`config.mk`:
```
export PLATFORM = sky130hd
export DESIGN_NAME = simd_lane_sum
export DESIGN_NICKNAME = d
export VERILOG_FILES = /design/src/rtl/simd_lane_sum.sv
export SDC_FILE = /design/constraint.sdc
export NUM_CORES = 1
export LEC_CHECK = 0
export ABC_AREA = 1
export CORE_ASPECT_RATIO = 1.1
export CORE_UTILIZATION = 30
export DETAILED_ROUTE_END_ITERATION = 8
export HOLD_SLACK_MARGIN = 0.02
export PLACE_DENSITY_LB_ADDON = 0.08
export RECOVER_POWER = 50
export SYNTH_ARGS = -nofsm -noshare
export SYNTH_HDL_FRONTEND = slang
export SYNTH_SLANG_ARGS = --single-unit
```
`constraint.sdc`:
```
create_clock -name clk -period 3.2 [get_ports clk]
set_input_delay 0.64 -clock clk [delete_from_list [all_inputs] [get_ports clk]]
set_output_delay 0.64 -clock clk [all_outputs]
set_load 0.005 [all_outputs]
```
`src/rtl/simd_lane_sum.sv`:
```
// rtl/simd_lane_sum.sv - per-lane unsigned adder with accumulate, cascade and sticky overflow
// Optional saturation on overflow is enabled by defining SIMD_LANE_SUM_SAT_EN.
module simd_lane_sum #(
  parameter int LANES       = 4,
  parameter int WIDTH       = 12,
  parameter int ADD_CASCADE = 0,
  parameter int INPUT_REG   = 0
) (
  input  logic                       clk,
  input  logic                       rst_n,
  input  logic [LANES*WIDTH-1:0]     a_in,
  input  logic [LANES*WIDTH-1:0]     b_in,
  input  logic [LANES*(WIDTH+1)-1:0] casc_in,
  input  logic                       valid_in,
  input  logic                       acc_en,
  input  logic                       acc_clr,
  output logic [LANES*(WIDTH+1)-1:0] sum,
  output logic [LANES*(WIDTH+1)-1:0] casc_out,
  output logic                       valid_out,
  output logic [LANES-1:0]           ovf
);

  localparam int SW = WIDTH + 1;
  localparam int RW = WIDTH + 3;

  logic [LANES*WIDTH-1:0] a_s;
  logic [LANES*WIDTH-1:0] b_s;
  logic [LANES*SW-1:0]    c_s;
  logic                   acc_en_s;
  logic                   valid_s;

  // acc_clr bypasses this stage so a clear always acts on the adder stage at once.
  generate
    if (INPUT_REG != 0) begin : g_in_reg
      always_ff @(posedge clk or negedge rst_n) begin
        if (!rst_n) begin
          a_s      <= '0;
          b_s      <= '0;
          c_s      <= '0;
          acc_en_s <= 1'b0;
          valid_s  <= 1'b0;
        end else begin
          a_s      <= a_in;
          b_s      <= b_in;
          c_s      <= casc_in;
          acc_en_s <= acc_en;
          valid_s  <= valid_in;
        end
      end
    end else begin : g_no_in_reg
      assign a_s      = a_in;
      assign b_s      = b_in;
      assign c_s      = casc_in;
      assign acc_en_s = acc_en;
      assign valid_s  = valid_in;
    end
  endgenerate

  logic [LANES*SW-1:0] sum_nxt;
  logic [LANES-1:0]    lane_ovf;
  logic [RW-1:0]       r;

  always_comb begin
    sum_nxt  = '0;
    lane_ovf = '0;
    r        = '0;
    for (int i = 0; i < LANES; i++) begin
      r = RW'(a_s[i*WIDTH +: WIDTH]) + RW'(b_s[i*WIDTH +: WIDTH]);
      if (ADD_CASCADE != 0) r = r + RW'(c_s[i*SW +: SW]);
      // A clear coinciding with a sample zeroes the feedback term for that sample.
      if (acc_en_s && !acc_clr) r = r + RW'(sum[i*SW +: SW]);
      lane_ovf[i] = (r[RW-1:SW] != '0);
`ifdef SIMD_LANE_SUM_SAT_EN
      sum_nxt[i*SW +: SW] = lane_ovf[i] ? {SW{1'b1}} : r[SW-1:0];
`else
      sum_nxt[i*SW +: SW] = r[SW-1:0];
`endif
    end
  end

  always_ff @(posedge clk or negedge rst_n) begin
    if (!rst_n) begin
      sum       <= '0;
      ovf       <= '0;
      valid_out <= 1'b0;
    end else begin
      valid_out <= valid_s;
      if (valid_s) begin
        sum <= sum_nxt;
        ovf <= (acc_clr ? '0 : ovf) | lane_ovf;
      end else if (acc_clr) begin
        sum <= '0;
        ovf <= '0;
      end
    end
  end

  assign casc_out = sum;

endmodule

```
==> PnR_summary.wiki <==
{| class="wikitable"
! Metric !! Value
|-
| Total routing usage reported by global routing || 0.195
|-
| Routability congestion estimate || 0.877
|-
| CP endpoint kind || register
|-
| Path class of the lowest-slack min-delay path || register to register
|-
| Area Growth Syn to Fin || 52.4%
|-
| Die Height || 179 um
|-
| Number of hold buffers added after CTS || 0
|-
| CTS clk-pin slew, worst paths || 0.06 ns
|-
| Clk Latency, worst-skew pair || 0.34 ns
|-
| Area contributors post-synth || sky130_fd_sc_hd__nand2_1 22%, sky130_fd_sc_hd__dfrtp_1 17%, sky130_fd_sc_hd__ha_1 15%, sky130_fd_sc_hd__nand3_1 9.2%, sky130_fd_sc_hd__inv_1 8.9%
|-
| Switching Fraction || 0.416
|-
| Drt first-iter violations || 482
|-
| Max-slew violations || 30
|-
| Number of enable flip-flop cells after synthesis || 0
|-
| Ys flop type || sky130_fd_sc_hd__dfrtp_1
|-
| Number of synthesized register bits || 57
|-
| Design Area, Final || 13000 um^2
|-
| Worst IR Drop VDD || 0.228 mV
|-
| Number of port buffers || 209
|-
| Wirelength per Cell || 13.2 um
|-
| DRT antenna net count || 0
|-
| WHS || 0.479 ns
|-
| Detail-routed via count per cell || 4.65
|-
| Starting density of the core || 0.305
|-
| Number of cells produced by synthesis || 1411
|-
| Clock Root Buffer || sky130_fd_sc_hd__clkbuf_16
|-
| Maximum clock frequency || 325 MHz
|-
| Status || finished with violations
|-
| Maximum number of pins on one net before global-route repair || 38
|-
| Startpoint kind of the worst setup timing path || input port
|-
| Critical path start-end classification || input port to register
|-
| Synth warn || 0
|-
| Highest routed layer || met4
|-
| Clock tree skew after final layout || 0.00529 ns
|-
| Leakage power || 6.85 nW
|-
| First-pass GRT wire length || 44.8 mm
|-
| Number of CTS-inserted buffers || 9
|-
| Required time worst endpoint || 3.41 ns
|-
| Power consumption || 0.00600 W
|-
| Fraction of synthesis flops using an asynchronous set or reset pin || 1.00
|-
| Top fanout value on the critical path || 4
|-
| Placed instance count || 2114
|-
| Biggest area consumer among synthesized cells || sky130_fd_sc_hd__nand2_1
|-
| Average size of a mapped cell || 6.03 um^2
|-
| Worst-case reg-to-reg path depth || 11
|-
| Power Density || 463 nW/um^2
|-
| Most common cell after layout, fill and taps aside || sky130_fd_sc_hd__nand2_1
|-
| Core Util, Final || 0.465
|-
| Chip width || 163 um
|-
| Routed wl met2 || 13.4 mm
|-
| Net count reported at finish || 2031
|-
| Buffer depth of the longest clock path || 2
|-
| Proportion of power drawn by combinational gates || 0.661
|-
| DRC viols || 0
|-
| Metal3 WL || 1.14 mm
|-
| Worst endpoint data arrival time || 3.29 ns
|-
| Critical path, cell by cell || clkdlybuf4s50_1, ha_2, inv_1, fa_2, inv_2, nand3_2, nand3_2, nand2_1, nand2_2, or2_1, and2_4, ha_4, nand2_4, nor2_1, nor2_1, nand3_2, a21oi_2, buf_4, o21ai_0
|-
| DRT Wirelength || 28.1 mm
|-
| Final setup violation count || 0
|-
| Max transition margin || -0.294
|-
| Antenna Diode Count || 0
|-
| # clock sinks || 57
|-
| Floorplan Core Area || 27900 um^2
|-
| Via count of the first global-routing pass || 9138
|-
| Number of core rows || 64
|-
| Sw Pwr || 0.00250 W
|-
| Slew @ Worst Pin || 1.94 ns
|-
| Total vias in the final route || 9913
|-
| Syn_nets || 1676
|-
| Layout cells sized above 1 || 0.189
|-
| Count of H-tree levels built during CTS || 3
|-
| Detailed-routing iteration count for the pre-antenna-repair pass || 5
|-
| Final cell count without fillers || 2134
|-
| Cell area after synthesis || 8510 um^2
|-
| Cell type of the slowest stage on the worst timing path || sky130_fd_sc_hd__clkdlybuf4s50_1
|-
| Register share of total power || 0.172
|-
| Final Hold Fails || 0
|-
| Share of Yosys cell area claimed by the top area cell type || 0.220
|-
| Highest-count cells in the layout ignoring fill and taps || 478 x sky130_fd_sc_hd__nand2_1, 200 x sky130_fd_sc_hd__buf_4, 197 x sky130_fd_sc_hd__inv_1
|-
| Portion of the clock cycle consumed by the worst path in the final layout || 0.963
|-
| Number of I/O pins || 262
|-
| Max cap viols || 1
|-
| TritonCTS clock tree || yes
|-
| Detailed placer's ending HPWL || 22.5 mm
|-
| Internal power || 0.00350 W
|-
| Dominant cell type by count on the critical path || sky130_fd_sc_hd__nand3_2
|-
| Largest stage delay on the critical path || 0.46 ns
|-
| Failing checks || capacitance limit, slew limit
|-
| Clock share of power || 0.167
|-
| Hold Path Cell Cnt || 2
|-
| Die Footprint || 29000 um^2
|-
| Time the final worst path needs with I/O delays and setup || 3.08 ns
|-
| Post-Route M1 WL || 13.3 mm
|-
| Antenna violations before repair || 0
|-
| Share of synthesized area occupied by flip-flops and latches || 0.168
|-
| Post-detailed-placement cell area || 12100 um^2
|-
| GRT Residual Overflow || 0
|-
| RSZ-0062 raised after global routing || true
|-
| Post-synth cell types || 36
|}
==> power by group through the flow <==
stage          logic (W)  registers [W]  clock network (W)
3_5_place_dp     0.00368        0.00104                  0
3_3_place_gp     0.00365        0.00103                  0
5_1_grt          0.00444        0.00106            0.00106
4_1_cts          0.00375        0.00103            0.00103
6_report         0.00396        0.00103            0.00100
2_1_floorplan    0.00207       0.000988                  0
==> kinds of logic (layout without fill, tap and decap cells) <==
family,Yosys count,after routing,share of synthesized area
AO/OA/AOI/OAI,126,126,0.0841
AND/OR/NAND/NOR,820,820,0.407
buffers and inverters,272,632,0.145
flip-flops,57,57,0.168
adder cells (fa/ha/maj),112,112,0.172
XOR/XNOR,24,24,0.0247
==> final cells by class <==
class | count | area (um^2)
Fill cell | 2924 | 14900
Multi-Input combinational cell | 1082 | 6410
Timing Repair Buffer | 412 | 3610
Sequential cell | 57 | 1430
Inverter | 204 | 768
Tap cell | 363 | 454
Clock buffer | 11 | 243
Clock inverter | 5 | 55.1
==> per-stage QoR <==
stage	worst slack (ns)	TNS, ns
after floorplan	0.318	0
after global placement	-0.391	-10.58
after detailed placement	-0.434	-11.37
after CTS	0.0000107	0
after global routing	-0.0849	-0.221
final	0.118	0
==> worst paths after layout <==
check / from / end / slack, ns
setup reg to reg: casc_out[39] / casc_out[51] / 1.13
max in group asynchronous: rst_n / casc_out[34] / 0.74
hold / removal: ovf[0] / ovf[0] / 0.48
min in group asynchronous: rst_n / casc_out[44] / 0.84
setup / recovery: a_in[0] / ovf[0] / 0.12
hold reg to reg: ovf[0] / ovf[0] / 0.48
==> metal layers <==
layer	vias to the layer above	track usage
li1	5217	-
met1	4465	0.255
met2	211	0.337
met3	20	0.0220
met4	0	0.0522
met5	-	0
==> sequential cells by signal (all words and copies together) (netlist names) <==
register   count
valid_out      1
casc_out      52
ovf            4
==> Yosys cell counts (12+ instances only) <==
library cell,number
sky130_fd_sc_hd__a21oi_1,56
sky130_fd_sc_hd__o21ai_0,24
sky130_fd_sc_hd__dfrtp_1,57
sky130_fd_sc_hd__buf_4,53
sky130_fd_sc_hd__nand3_1,156
sky130_fd_sc_hd__nor2_1,98
sky130_fd_sc_hd__nand2_1,499
sky130_fd_sc_hd__nor3_1,12
sky130_fd_sc_hd__o21ai_1,15
sky130_fd_sc_hd__nand4_1,36
sky130_fd_sc_hd__xor2_1,13
sky130_fd_sc_hd__ha_1,104
sky130_fd_sc_hd__inv_1,201
==> critical path: cells and delay by family <==
family | cells | cell delay, ns
compound gates | 2 | 0.23
fa+ha+maj | 3 | 0.74
buf+inv | 4 | 0.70
simple gates | 10 | 0.97
==> what timing repair did <==
| item | 4_1_cts | 5_1_grt |
|---|---|---|
| setup buffers | 1 | 3 |
| resized for setup | 11 | 103 |
| pin swaps | 3 | 28 |
| setup endpoints to repair | 14 | 35 |
(Power assumes the default switching activity.)
